[src/rtl/gf2m_pkg.sv]
// gf2m_pkg: constants and types shared by the GF(2^m) digit-serial multiplier.
//   DEF_M      default field degree
//   B163_POLY  low-order terms of x^163 + x^7 + x^6 + x^3 + 1 (used by B-163 and K-163)
//   K163_POLY  same pentanomial as B163_POLY
//   B233_POLY  low-order terms of x^233 + x^74 + 1
//   state_e    multiplier FSM states (2-bit encoding)
//   ceil_div   integer ceiling division, used to derive the digit count
package gf2m_pkg;

  localparam int DEF_M = 163;
  localparam int DEF_D = 1;

  localparam logic [162:0] B163_POLY = 163'hC9;
  localparam logic [162:0] K163_POLY = 163'hC9;
  localparam logic [232:0] B233_POLY = (233'd1 << 74) | 233'd1;

  typedef enum logic [1:0] {
    ST_IDLE = 2'd0,
    ST_RUN  = 2'd1,
    ST_DONE = 2'd2
  } state_e;

  function automatic int ceil_div(input int n, input int d);
    return (n + d - 1) / d;
  endfunction

endpackage

[src/rtl/gf2m_digit_step.sv]
// gf2m_digit_step: one clock's worth of LSB-first multiply work.
// Processes D multiplier bits as a chain of D shift-reduce/accumulate stages.
//   a      current multiplicand A (already scaled by x^(D*k))
//   b_dig  the D multiplier bits consumed this cycle, bit 0 first
//   c      accumulator in
//   a_next A * x^D mod f
//   c_next c xor sum over j of b_dig[j] * A * x^j mod f
module gf2m_digit_step
  import gf2m_pkg::*;
#(
  parameter int           M    = DEF_M,
  parameter logic [M-1:0] POLY = M'(B163_POLY),
  parameter int           D    = DEF_D
)(
  input  logic [M-1:0] a,
  input  logic [D-1:0] b_dig,
  input  logic [M-1:0] c,
  output logic [M-1:0] a_next,
  output logic [M-1:0] c_next
);

  logic [D:0][M-1:0] a_ch;
  logic [D:0][M-1:0] c_ch;

  assign a_ch[0] = a;
  assign c_ch[0] = c;

  for (genvar j = 0; j < D; j++) begin : g_stage
    // Accumulate before scaling, so bit j multiplies A*x^j.
    assign c_ch[j+1] = c_ch[j] ^ (b_dig[j] ? a_ch[j] : '0);
    // Multiply by x: the bit shifted out at x^M folds back as POLY.
    assign a_ch[j+1] = {a_ch[j][M-2:0], 1'b0} ^ (a_ch[j][M-1] ? POLY : '0);
  end

  assign a_next = a_ch[D];
  assign c_next = c_ch[D];

endmodule

[src/rtl/gf2m_digit_mult.sv]
// gf2m_digit_mult: digit-serial LSB-first multiplier over GF(2^M), f = x^M + POLY.
// Consumes D bits of b per clock; result after N = ceil(M/D) RUN cycles.
//   clk, rst_n   clock (rising edge), asynchronous active-low reset
//   start        request, accepted when ready=1
//   a, b         operands, sampled on the accepting edge
//   ready        high in IDLE and DONE
//   busy         high in RUN
//   done         one-cycle pulse, z valid
//   z            product a*b mod f, held until the next accepted start
// Optional build macro GF2M_MULT_EARLY_EXIT_EN: finish as soon as the remaining
// multiplier bits are all zero (data-dependent latency). Leave it undefined for
// constant-time operation.
module gf2m_digit_mult
  import gf2m_pkg::*;
#(
  parameter int           M    = DEF_M,
  parameter logic [M-1:0] POLY = M'(B163_POLY),
  parameter int           D    = DEF_D
)(
  input  logic         clk,
  input  logic         rst_n,
  input  logic         start,
  input  logic [M-1:0] a,
  input  logic [M-1:0] b,
  output logic         ready,
  output logic         busy,
  output logic         done,
  output logic [M-1:0] z
);

  localparam int N  = ceil_div(M, D);
  localparam int CW = (N > 1) ? $clog2(N) : 1;

  state_e        state, state_nxt;
  logic [M-1:0]  ra, rb, rc;
  logic [M-1:0]  a_step, c_step, rb_nxt;
  logic [CW-1:0] cnt;
  logic          accept, last;

  // Zero fill: digits past bit M-1 of the final partial digit read as zero.
  assign rb_nxt = rb >> D;
  assign accept = ready & start;

`ifdef GF2M_MULT_EARLY_EXIT_EN
  assign last = (cnt == CW'(N - 1)) || (rb_nxt == '0);
`else
  assign last = (cnt == CW'(N - 1));
`endif

  gf2m_digit_step #(.M(M), .POLY(POLY), .D(D)) u_step (
    .a      (ra),
    .b_dig  (rb[D-1:0]),
    .c      (rc),
    .a_next (a_step),
    .c_next (c_step)
  );

  always_ff @(posedge clk or negedge rst_n) begin
    if (!rst_n) state <= ST_IDLE;
    else        state <= state_nxt;
  end

  always_comb begin
    state_nxt = ST_IDLE;
    case (state)
      ST_IDLE: state_nxt = start ? ST_RUN : ST_IDLE;
      ST_RUN:  state_nxt = last  ? ST_DONE : ST_RUN;
      ST_DONE: state_nxt = start ? ST_RUN : ST_IDLE;
      default: state_nxt = ST_IDLE;
    endcase
  end

  // Outputs depend on state only; no combinational path from start.
  always_comb begin
    ready = (state == ST_IDLE) || (state == ST_DONE);
    busy  = (state == ST_RUN);
    done  = (state == ST_DONE);
  end

  always_ff @(posedge clk or negedge rst_n) begin
    if (!rst_n) begin
      ra  <= '0;
      rb  <= '0;
      rc  <= '0;
      cnt <= '0;
    end else if (accept) begin
      ra  <= a;
      rb  <= b;
      rc  <= '0;
      cnt <= '0;
    end else if (state == ST_RUN) begin
      ra  <= a_step;
      rb  <= rb_nxt;
      rc  <= c_step;
      cnt <= cnt + CW'(1);
    end
  end

  assign z = rc;

endmodule
[config.mk]
export PLATFORM = sky130hd
export DESIGN_NAME = gf2m_digit_mult
export DESIGN_NICKNAME = d
export VERILOG_FILES = /design/src/rtl/gf2m_pkg.sv /design/src/rtl/gf2m_digit_step.sv /design/src/rtl/gf2m_digit_mult.sv
export SDC_FILE = /design/constraint.sdc
export NUM_CORES = 1
export LEC_CHECK = 0
export CAP_MARGIN = 15
export CORE_ASPECT_RATIO = 1.75
export CORE_UTILIZATION = 30
export DETAILED_ROUTE_END_ITERATION = 10
export PLACE_DENSITY = 0.59
export REMOVE_ABC_BUFFERS = 1
export SYNTH_ARGS = -nofsm -noshare
export SYNTH_HDL_FRONTEND = slang
export SYNTH_SLANG_ARGS = --single-unit
[constraint.sdc]
create_clock -name clk -period 1.5 [get_ports clk]
set_input_delay 0.225 -clock clk [delete_from_list [all_inputs] [get_ports clk]]
set_output_delay 0.225 -clock clk [all_outputs]
set_load 0.05 [all_outputs]
After elaboration in Yosys (flattened, before gate mapping) --
Index checks and enable logic that the tools add are counted.
Storage, ports and cells: flip-flop bits (word level) 499, word-level logic and storage cells 29
Cells by class: $add $sub $neg 1, equality and inequality tests 3, muxes and demuxes 13, bitwise gates (word level) 3, reductions and logical operators 4
Operators by type and width (number):
- 163-bit 2-to-1 mux | 7
- 163-bit bitwise XOR | 2
- 8-bit 2-to-1 mux | 3
- 8-bit by 1-bit adder with 8-bit output, second input constant | 1
- 8-bit == test, second input constant | 1
- 2-bit case mux with 2 select lines | 1
- 2-bit by 1-bit == test with 1-bit output, second input constant | 1
- 2-bit == test, second input constant | 1
- 2-bit zero test | 1
- 2-bit 2-to-1 mux | 1
- 2-bit nonzero test | 1
- 2-bit OR reduction | 1
- 1-bit AND | 1
- 1-bit logical OR | 1
- 1-bit 2-to-1 mux | 1

Logic depth before layout (Yosys ltp) --
depth after elaboration 4, gate-level depth with buffers 7

Modules after synthesis --
A second synthesis with hierarchy kept.
Unflattened totals: cell total of the unflattened synthesis 2515, area total of the unflattened synthesis 23945.5 um^2
By module, submodules not included:
- gf2m_digit_mult | instances 1, cells each 2008, area each 20510.9 um^2
- gf2m_digit_step | instances 1, cells each 507, area each 3434.5 um^2

Worst setup path after synthesis --
No wires, ideal clock.
path type register to output, start register state[0], end output done, arrival time 1.436 ns, slack -0.161 ns, cell stages (with the launch flop) 4, buffers on the path 2, cells stage by stage dfrtp_1 -> buf_4 -> clkbuf_1 -> nor2b_1
On the way: word-level cells in the longest chain between the ends 1
Ends and longest elaborated chain:
- start, declared | RTL line gf2m_digit_mult.sv:34 | state_e state, state_nxt;
- start signal, assigned | RTL line gf2m_digit_mult.sv:60 | else state <= state_nxt;
- 2-bit == test | RTL line gf2m_digit_mult.sv:77 | done = (state == ST_DONE);
- end, declared | RTL line gf2m_digit_mult.sv:27 | output logic done,
No other way between the ends.

Worst setup path in the final report --
start register state[0], end register rc[119] (netlist: z[119])
On the way: word-level cells in the longest chain between the ends 4, elaborated cells between the ends (all ways) 7, those cells by class eq/ne (2); mux (1); bitwise (1); reduce/logical (3)
Ends and longest elaborated chain:
- 2-bit == test / 2-bit zero test (equally long branches) | RTL line gf2m_digit_mult.sv:75 | ready = (state == ST_IDLE) || (state == ST_DONE);
- 1-bit logical OR | RTL line gf2m_digit_mult.sv:75
- 1-bit AND | RTL line gf2m_digit_mult.sv:42 | assign accept = ready & start;
- 163-bit 2-to-1 mux / 2-bit nonzero test (equally long branches)
- end signal, assigned | RTL line gf2m_digit_mult.sv:94 | rc <= c_step;
- end, declared | RTL line gf2m_digit_mult.sv:35 | logic [M-1:0] ra, rb, rc;
Several ways; a longest one is shown, not always the timed one. A chain may end at the register's enable or synchronous reset.

==> results_dict.tcl <==
set metrics [dict create \
    clk_path_buf_depth 3 \
    ys.warnings.count 0 \
    synth_edf_count 0 \
    grt_pass1_wl_microns 130000 \
    synth.distinct_cells 34 \
    antenna_found_initial 13 \
    drtIter0Drc 1420 \
    worst_slew_pin_slew_ns 0.444 \
    async_flop_share_pct 100 \
    fin_skew_ns 0.0346 \
    outcome "finished with violations" \
    dr.max_layer_used "met5" \
    route.met3.wl_microns 5600 \
    leakage_nw 17.7 \
    routed_wirelength_microns 94500 \
    stdcell_area_sq_mm 0.0381 \
    final_common_cell "nand2_1" \
    power_density_mw_per_mm2 1370 \
    track_usage_pct 22.2 \
    grt-ovfl-total 0 \
    final-setup-viol-count 504 \
    final_antenna_net_count 0 \
    drt-vias-per-instance 5.16 \
    syn_area_per_cell_sq_um 9.33 \
    fin_ws_ns -0.378 \
    maxCapViolCount 0 \
    place_congestion 0.806 \
    die_y_microns 366 \
    io_pins 495 \
    ir_worst_vdd_uv 1310 \
    endpoint_kind "flop" \
    drcViolationCount 0 \
    cts_tree "yes" \
    final_cell_mix "nand2_1, dfrtp_1, clkdlybuf4s50_1" \
    clk_pin_slew_ns 0.07 \
    clock_latency_ns 0.62 \
    fin_tns_setup_ns -111.60 \
    synthFlopType "dfrtp_1" \
    violations "negative setup slack" \
    syn2layout_area_growth_pct 68.2 \
    worst_slew_margin_rel_pct 70.4 \
    nets 3465 \
    numCtsBuffers 52 \
    critPathRequiredTime_ns 1.99 \
    finalNonFillerCells 4124 \
    fin_crit_sh_pct 125 \
    fmax_mhz 533 \
    cts.sinks 499 \
    start_util_pct 30.3 \
    h-tree-depth 2 \
    cp_max_fo 5 \
    hold_ws_ns 0.0749 \
    postSynthCellCount 2428 \
    syn_area_sq_mm 0.0227 \
    wl_per_cell_microns 22.9 \
    firstDrtPassIters 6 \
    cts-root-buf "clkbuf_16" \
    fp.coreArea_sq_mm 0.0749 \
    wl_met2_microns 49000 \
    die-area_sq_mm 0.0767 \
    start_kind "flop" \
    die_x_microns 210 \
    yosysSeqAreaShare_pct 55.1 \
    path_class "reg -> reg" \
    hpwl_microns 52900 \
    arrival_ns 2.37 \
    grt_pass1_vias 21200 \
    final_hold_viol_count 0 \
    fin_total_pwr_mw 52.4 \
    place_area_sq_mm 0.0301 \
    drv_slew 0 \
    reg2reg_slack_ns -0.38 \
    yosys_register_bits 499 \
    hp-class "in -> async" \
    rows 133 \
    grt_max_degree 67 \
    rsz0062_at_grt "yes" \
    vias 21300 \
    fin_crit_ns 1.88 \
    drive_gt1_share_pct 30.3 \
    placed_cells 3830 \
    wl_met1_microns 35100 \
    portBuffers 494 \
]
[cells by family after synthesis]
group	after synthesis	synth area share [%]
DFF	499	55.1
AOI/OAI and AO/OA	370	11.5
muxes	142	6.28
buffers and inverters	204	4.54
and+or+nand+nor	1185	21.5
xor gates and xnor gates	26	1.01
adders and majority gates	2	0.110
[registers in the layout, summed over array words and instances, names as in the netlist]
signal,cells
state,2
cnt,8
ra,163
z,163
rb,163
[power breakdown]
| group | switching, mW | internal, mW | leakage [nW] |
|---|---|---|---|
| Clock | 5.90 | 8.08 | 0.873 |
| Combinational | 11.8 | 7.64 | 11.0 |
| Sequential | 2.91 | 16.1 | 5.86 |
| Total | 20.6 | 31.8 | 17.7 |
[critical path: stages (launching register included)]
cell,delay (ns)
dfrtp_2,0.46
buf_12,0.15
buf_8,0.12
nor2b_4,0.13
buf_6,0.14
buf_8,0.13
buf_12,0.13
buf_12,0.12
buf_12,0.11
o211ai_2,0.10
mux2i_1,0.14
[final cells by class]
class	instances	area (sq um)
repair buffers	852	11600
fillers	6472	36800
clock inverters	13	213
flip-flops and latches	499	12500
clock buffers	79	1580
well taps	945	1180
inverters	4	32.5
diodes	7	17.5
multi-input cells	1725	11000
[cell usage after synthesis (2+ instances only)]
library cell  count  share of area [%]
a22oi_1         136                4.5
a31oi_1         189                5.2
buf_1             4              0.066
buf_2           133                2.9
buf_4            12               0.40
buf_6             7               0.35
clkbuf_1         44               0.73
dfrtp_1         499                 55
ha_1              2               0.11
inv_1             3              0.050
mux2i_1         141                6.2
nand2_1         765                 13
nand2b_1         34               0.94
nand3_1         142                3.1
nand4b_1         23               0.89
nor2_1          213                3.5
nor2b_1           2              0.055
o211ai_1         23               0.76
o211ai_2         12               0.66
o21ai_0           2              0.044
o311ai_0          2              0.077
o31ai_1           2              0.066
o41ai_1           2              0.077
xor2_1           26                1.0
[timing repair]
item / 4_1_cts / 5_1_grt
gates resized for setup: 155 / 527
pin swaps: 27 / 310
endpoints found under the hold margin: 374 / 0
endpoints found under the setup margin: 360 / 538
hold buffers: 1 / 0
cloned: 54 / 59
setup buffers: 49 / 56
[path summary, 6_finish.rpt]
check / startpoint / to / cells past startpoint
setup / recovery: state[0] / z[119] / 10
hold / removal: rst_n / z[23] / 2
setup reg to reg: state[0] / z[119] / 10
hold reg to reg: z[127] / z[127] / 1
max in group asynchronous: rst_n / ra[115] / 4
min in group clk: a[156] / ra[156] / 3
[through the flow]
step | setup slack (ns) | util, %
2_1_floorplan | -15.52 | -
3_3_place_gp | -0.273 | 40.2
3_5_place_dp | -0.302 | 40.2
4_1_cts | -0.472 | 46.2
5_1_grt | -0.428 | 50.9
6_report | -0.378 | 50.9
[layer usage]
layer	vias to the layer above	global-route usage, %
met1	10500	25.2
met5	-	0
li1	9732	-
met4	16	9.40
met3	232	4.71
met2	761	40.1
No activity file was read; power rests on OpenSTA's default activity.
